## config.mk

```make
export PLATFORM = sky130hd
export DESIGN_NAME = ysyx_040729_idu_wb_scheduler
export DESIGN_NICKNAME = d
export VERILOG_FILES = /design/src/rtl/ysyx_040729_pkg.sv /design/src/rtl/ysyx_040729_wb_rr_arbiter.sv /design/src/rtl/ysyx_040729_idu_wb_scheduler.sv
export SDC_FILE = /design/constraint.sdc
export NUM_CORES = 1
export LEC_CHECK = 0
export ABC_CLOCK_PERIOD_IN_PS = 3700
export CORE_MARGIN = 4
export CORE_UTILIZATION = 25
export DETAILED_ROUTE_END_ITERATION = 8
export HOLD_SLACK_MARGIN = 0.03
export PLACE_DENSITY = 0.43
export REMOVE_ABC_BUFFERS = 1
export SLEW_MARGIN = 20
export SYNTH_ARGS = -nofsm -noshare
export SYNTH_HDL_FRONTEND = slang
export SYNTH_HIERARCHICAL = 1
export SYNTH_SLANG_ARGS = --single-unit
export TNS_END_PERCENT = 20
```

## constraint.sdc

```tcl
create_clock -name clock -period 3.7 [get_ports clock]
set_clock_uncertainty 0.1 [all_clocks]
set_input_delay 0.74 -clock clock [delete_from_list [all_inputs] [get_ports clock]]
set_output_delay 0.74 -clock clock [all_outputs]
set_load 0.05 [all_outputs]
```

## src/rtl/ysyx_040729_pkg.sv

```systemverilog
// Shared types and defaults for the IDU writeback scheduler slice.
package ysyx_040729_pkg;

  localparam int DEF_REGI_DEPTH = 32;
  localparam int DEF_DATA_WIDTH = 64;
  localparam int DEF_AW         = $clog2(DEF_REGI_DEPTH);

  // Pending-write counter ceiling: at most three writes in flight per register.
  localparam logic [1:0] CNT_MAX = 2'd3;

  typedef logic [DEF_AW-1:0] reg_addr_t;

  typedef struct packed {
    logic                      valid;
    reg_addr_t                 rd;
    logic [DEF_DATA_WIDTH-1:0] data;
  } wb_req_t;

endpackage

```

## src/rtl/ysyx_040729_wb_rr_arbiter.sv

```systemverilog
// Two-input round-robin arbiter for the register-file write slot.
// A grant is also the acceptance of that request.
module ysyx_040729_wb_rr_arbiter
  import ysyx_040729_pkg::*;
(
  input  logic    clock,
  input  logic    reset,
  input  wb_req_t exu_req,
  input  wb_req_t lsu_req,
  output logic    exu_gnt,
  output logic    lsu_gnt,
  output wb_req_t sel_req
);

  // Set when LSU won the most recent contention; reset favours EXU next.
  logic last_lsu;

  // Grant the sole requester, or the one not granted at the last contention.
  always_comb begin
    exu_gnt       = exu_req.valid & (~lsu_req.valid | last_lsu);
    lsu_gnt       = lsu_req.valid & (~exu_req.valid | ~last_lsu);
    sel_req       = lsu_gnt ? lsu_req : exu_req;
    sel_req.valid = exu_gnt | lsu_gnt;
  end

  // Fairness flag moves only when both sources competed.
  always_ff @(posedge clock) begin
    if (reset) begin
      last_lsu <= 1'b1;
    end else if (exu_req.valid && lsu_req.valid) begin
      last_lsu <= lsu_gnt;
    end
  end

endmodule

```

## src/rtl/ysyx_040729_idu_wb_scheduler.sv

```systemverilog
// Register-file write-port scheduler: round-robin between EXU and LSU
// writeback, one registered write stage, and a per-register pending-write
// scoreboard that drives IDU read hazards and issue back-pressure.
module ysyx_040729_idu_wb_scheduler
  import ysyx_040729_pkg::*;
#(
  parameter  int REGI_DEPTH = DEF_REGI_DEPTH,
  parameter  int DATA_WIDTH = DEF_DATA_WIDTH,
  localparam int AW         = $clog2(REGI_DEPTH)
) (
  input  logic                  clock,
  input  logic                  reset,
  input  logic                  issue_valid,
  input  logic [AW-1:0]         issue_rd,
  output logic                  issue_ready,
  input  logic [AW-1:0]         rs1,
  input  logic [AW-1:0]         rs2,
  output logic                  hazard1,
  output logic                  hazard2,
  input  logic                  exu_valid,
  input  logic [AW-1:0]         exu_rd,
  input  logic [DATA_WIDTH-1:0] exu_data,
  output logic                  exu_ready,
  input  logic                  lsu_valid,
  input  logic [AW-1:0]         lsu_rd,
  input  logic [DATA_WIDTH-1:0] lsu_data,
  output logic                  lsu_ready,
  output logic                  rf_wen,
  output logic [AW-1:0]         rf_waddr,
  output logic [DATA_WIDTH-1:0] rf_wdata
);

  // Saturating pending counter step; an increment and a decrement cancel.
  function automatic logic [1:0] cnt_next(input logic [1:0] cur,
                                          input logic       inc,
                                          input logic       dec);
    if (inc && !dec) return (cur == CNT_MAX) ? cur : cur + 2'd1;
    if (dec && !inc) return (cur == 2'd0) ? cur : cur - 2'd1;
    return cur;
  endfunction

  // A read is blocked while a write is pending, unless the only pending
  // write is on the port right now and the register file forwards it.
  function automatic logic src_hazard(input logic [AW-1:0] rs,
                                      input logic [1:0]    c,
                                      input logic          fwd);
    return (rs != '0) && (c != 2'd0) && !((c == 2'd1) && fwd);
  endfunction

  logic [1:0]    cnt [REGI_DEPTH];
  logic          issue_fire;
  wb_req_t       exu_req;
  wb_req_t       lsu_req;
  wb_req_t       sel_req;
  logic          wen_p1;
  logic [AW-1:0] waddr_p1;
  logic [DATA_WIDTH-1:0] wdata_p1;

  assign exu_req = {exu_valid, exu_rd, exu_data};
  assign lsu_req = {lsu_valid, lsu_rd, lsu_data};

  ysyx_040729_wb_rr_arbiter u_arb (
    .clock   (clock),
    .reset   (reset),
    .exu_req (exu_req),
    .lsu_req (lsu_req),
    .exu_gnt (exu_ready),
    .lsu_gnt (lsu_ready),
    .sel_req (sel_req)
  );

  // Issue back-pressure and read hazards, seen against this cycle's commit.
  always_comb begin
    issue_ready = !((issue_rd != '0) && (cnt[issue_rd] == CNT_MAX) &&
                    !(rf_wen && (rf_waddr == issue_rd)));
    issue_fire  = issue_valid && issue_ready;
    hazard1     = src_hazard(rs1, cnt[rs1], rf_wen && (rf_waddr == rs1));
    hazard2     = src_hazard(rs2, cnt[rs2], rf_wen && (rf_waddr == rs2));
  end

  // Scoreboard: count up on issue, down on commit; x0 is never tracked.
  always_ff @(posedge clock) begin
    if (reset) begin
      for (int i = 0; i < REGI_DEPTH; i++) cnt[i] <= 2'd0;
    end else begin
      cnt[0] <= 2'd0;
      for (int i = 1; i < REGI_DEPTH; i++) begin
        cnt[i] <= cnt_next(cnt[i],
                           issue_fire && (issue_rd == AW'(i)),
                           rf_wen && (rf_waddr == AW'(i)));
      end
    end
  end

  // Stage p0 -> p1: accepted request becomes the register-file write.
  always_ff @(posedge clock) begin
    if (reset) begin
      wen_p1   <= 1'b0;
      waddr_p1 <= '0;
      wdata_p1 <= '0;
    end else begin
      wen_p1 <= sel_req.valid && (sel_req.rd != '0);
      if (sel_req.valid) begin
        waddr_p1 <= sel_req.rd;
        wdata_p1 <= sel_req.data;
      end
    end
  end

  assign rf_wen   = wen_p1;
  assign rf_waddr = waddr_p1;
  assign rf_wdata = wdata_p1;

endmodule
```

==> results.py <==
metrics = {
    "pwr": {
        "p_comb_frac": 0.237,
        "p_int_mw": 3.05,
        "leakagePower_nw": 5.09,
        "swShare": 0.304,
        "ir_worst_vdd_mv": 0.321,
        "seqPwrFrac": 0.352,
        "pwr-share-clk": 0.411,
        "p_switching_mw": 1.33,
        "p_per_area_nw_per_um2": 339,
    },
    "global_route": {
        "antenna_found_initial": 1,
        "grt_pass1_vias": 8444,
        "grt_pass1_wl_mm": 50.3,
        "grt_use_total": 0.168,
        "overflow": 0,
        "grt_max_degree": 134,
    },
    "sta": {
        "slew_violations": 0,
        "setup_ws_ns": 0.0556,
        "post-route-min-period_ns": 3.64,
        "finalCritPeriodShare": 0.985,
        "setup_viol": 0,
        "hold_viol_final": 0,
        "max_freq_ghz": 0.274,
        "max-slew-margin-rel": 0.482,
        "rsz0062_at_grt": "true",
        "worst_pin_slew_ns": 0.766,
    },
    "placement": {
        "dpl.hpwl_mm": 25.2,
        "pre_cts_slack_ns": -0.230,
        "place_inst": 1735,
        "numPortBuffers": 232,
        "routabilityCongestion": 0.827,
        "placed_cell_area_um2": 12200,
    },
    "final_layout": {
        "final_cell_area_um2": 12900,
        "final_cell_mix": "clkdlybuf4s50_1, nor2_1, dfxtp_1",
        "final_common_cell": "clkdlybuf4s50_1",
        "fillers": 3601,
        "final_nets": 1490,
        "fin_cells": 1775,
        "area_growth_pct": 44.3,
        "diodes": 0,
        "drive_gt1_frac": 0.176,
    },
    "worst_setup_path": {
        "cp-start-kind": "primary input",
        "cp_num_buf_inv": 3,
        "arrival_ns": 2.80,
        "crit_type": "in2out",
        "timing.rr.start": "cnt[18][0]$_SDFFE_PP0P_",
        "ff2ff_setup_slack_ns": 0.57,
        "critical_path.slowest_cell": "clkdlybuf4s50_1",
        "r2r-end": "cnt[21][0]$_SDFFE_PP0P_",
        "critPathMaxStageDelay_ns": 0.51,
        "cp_num_cells": 7,
        "crit_chain": "clkdlybuf4s50_1 > buf_12 > mux4_2 > mux4_2 > a221o_1 > o2bb2ai_1 > buf_4",
        "r2r_cells": 12,
        "path_delay_family": "buffers and inverters",
        "end_kind": "output port",
        "critPathLaunch": "rs1[2]",
        "crit_required_ns": 2.86,
        "worstPathMaxFanout": 13,
        "cpMostUsedCell": "mux4_2",
        "cp-endpoint": "hazard1",
    },
    "cts": {
        "path_clk_slew_ns": 0.06,
        "numCtsBuffers": 17,
        "cts_root_buffer": "clkbuf_16",
        "cts_tree": "built",
        "clockBufferDepth": 2,
        "clk_latency_ns": 0.44,
        "htree_levels": 4,
        "cts.sinks": 133,
    },
    "routing": {
        "drc_errors": 0,
        "first_iter_violations": 500,
        "first_pass_iters": 5,
        "ant_nets": 0,
        "wl_mm": 33.3,
        "dr_total_vias": 8446,
        "viasPerCell": 4.76,
        "detail_route.wl_per_cell_um": 18.7,
    },
    "floorplan": {
        "start_util": 0.253,
        "die_w_um": 197,
        "placementRows": 69,
        "ios": 233,
        "die_h_um": 197,
        "die_area_um2": 38900,
        "fp.coreArea_um2": 35500,
    },
    "logic_synthesis": {
        "synthCells": 1038,
        "ys_seq_area_frac": 0.297,
        "ys_async_sr_fraction": 0,
        "synth-seq-cells": 133,
        "syn_area_um2": 8960,
        "synth_area_per_cell_um2": 8.64,
        "synth_edf_count": 0,
        "synth_warnings": 6,
        "yosysUniqueCellTypes": 55,
        "synthFlopType": "dfxtp_1",
    },
    "hold_path": {
        "holdPathStages": 2,
        "hp-class": "reg2reg",
    },
    "run": {
        "cap_violations": 0,
    },
    "status": {
        "status": "finished, final reports clean",
    },
}
==> cells by family after synthesis <==
logic type,Yosys count,share of synthesized area
compound gates,192,0.128
fa+ha+maj,31,0.0433
flops,133,0.297
simple gates,382,0.196
xor+xnor,15,0.0147
mux,197,0.273
buf+inv,88,0.0479
==> final cells by class <==
| cell class | instances | area [um^2] | share of cell area |
|---|---|---|---|
| sequential | 133 | 2660 | 0.206 |
| multi-input combinational | 817 | 5920 | 0.458 |
| timing repair buffer | 311 | 3090 | 0.239 |
| inverter | 21 | 78.8 | 0.00610 |
| clock inverter | 15 | 178 | 0.0137 |
| tap | 461 | 577 | 0.0446 |
| clock buffer | 17 | 425 | 0.0329 |
==> metal layers <==
layer / track usage / wire length [um] / up-vias
met5: 0 / 13 / -
met4: 0.0339 / 328 / 2
met3: 0.0655 / 3050 / 17
met2: 0.271 / 15000 / 273
met1: 0.216 / 14900 / 3919
li1: - / - / 4235
==> power by group through the flow <==
stage | clock [mW] | sequential, mW | combinational (mW)
after detailed placement | 0 | 1.57 | 1.04
final | 1.80 | 1.54 | 1.04
after CTS | 1.86 | 1.54 | 1.05
after global placement | 0 | 1.57 | 1.04
after global routing | 1.91 | 1.55 | 1.10
after floorplan | 0 | 1.78 | 0.301
==> cell usage after synthesis, drive strengths merged (12+ instances only) <==
master,number,area [um^2]
nor2,136,510
dfxtp,133,2660
nand2,93,349
mux2i,90,901
mux2,77,867
a21oi,66,330
o21ai,66,330
nor3,46,230
nand2b,37,231
buf,36,234
clkbuf,31,116
ha,31,388
mux4,30,676
nor2b,29,181
inv,21,78.8
o22ai,17,106
nand3,16,80.1
a21o,14,105
xor2,12,105
==> state kept, by name, indices dropped and copies added (netlist names) <==
signal and count:
cnt 62, rf_wdata 64, u_arb/last_lsu 1, rf_waddr 5, rf_wen 1
==> worst min-delay path by stage <==
| stage | endpoint | start |
|---|---|---|
| 2_1_floorplan | cnt[6][1]$_SDFFE_PP0P_ | cnt[6][0]$_SDFFE_PP0P_ |
| 3_3_place_gp | rf_wdata[24]$_SDFFE_PP0P_ | rf_wdata[24]$_SDFFE_PP0P_ |
| 3_5_place_dp | rf_wdata[47]$_SDFFE_PP0P_ | rf_wdata[47]$_SDFFE_PP0P_ |
| 4_1_cts | rf_wdata[47]$_SDFFE_PP0P_ | rf_wdata[47]$_SDFFE_PP0P_ |
| 5_1_grt | rf_wdata[54]$_SDFFE_PP0P_ | rf_wdata[54]$_SDFFE_PP0P_ |
| 6_report | rf_wdata[47]$_SDFFE_PP0P_ | rf_wdata[47]$_SDFFE_PP0P_ |
==> worst reg2reg max path: cells and delay by family (launching register included) <==
family                     cells  cell delay (ns)
and+or+nand+nor                4             0.36
AOI/OAI and AO/OA              4             0.81
adders and majority gates      1             0.32
muxes                          1             0.48
buffers and inverters          2             0.44
DFF                            1             0.49
==> what timing repair did <==
| item | in CTS | in global routing |
|---|---|---|
| endpoints found under the setup margin | 3 | 3 |
| pin swaps | 3 | 2 |
| gates cloned | 1 | 1 |
| hold endpoints to repair | 0 | 0 |
| hold buffers | 0 | 0 |
| gates resized for setup | 6 | 6 |
| buffers inserted | 3 | 3 |
==> metrics by stage <==
step                hold slack (ns)  power, mW  utilization  setup TNS (ns)
CTS                           0.397       4.45        0.363               0
detailed placement            0.380       2.61        0.344           -6.15
global route                  0.413       4.56        0.364         -0.0120
floorplan                     0.375       2.08            -          -0.276
finish                        0.391       4.38        0.364               0
global placement              0.371       2.61        0.344           -5.66
No activity file was read; power rests on OpenSTA's default activity.
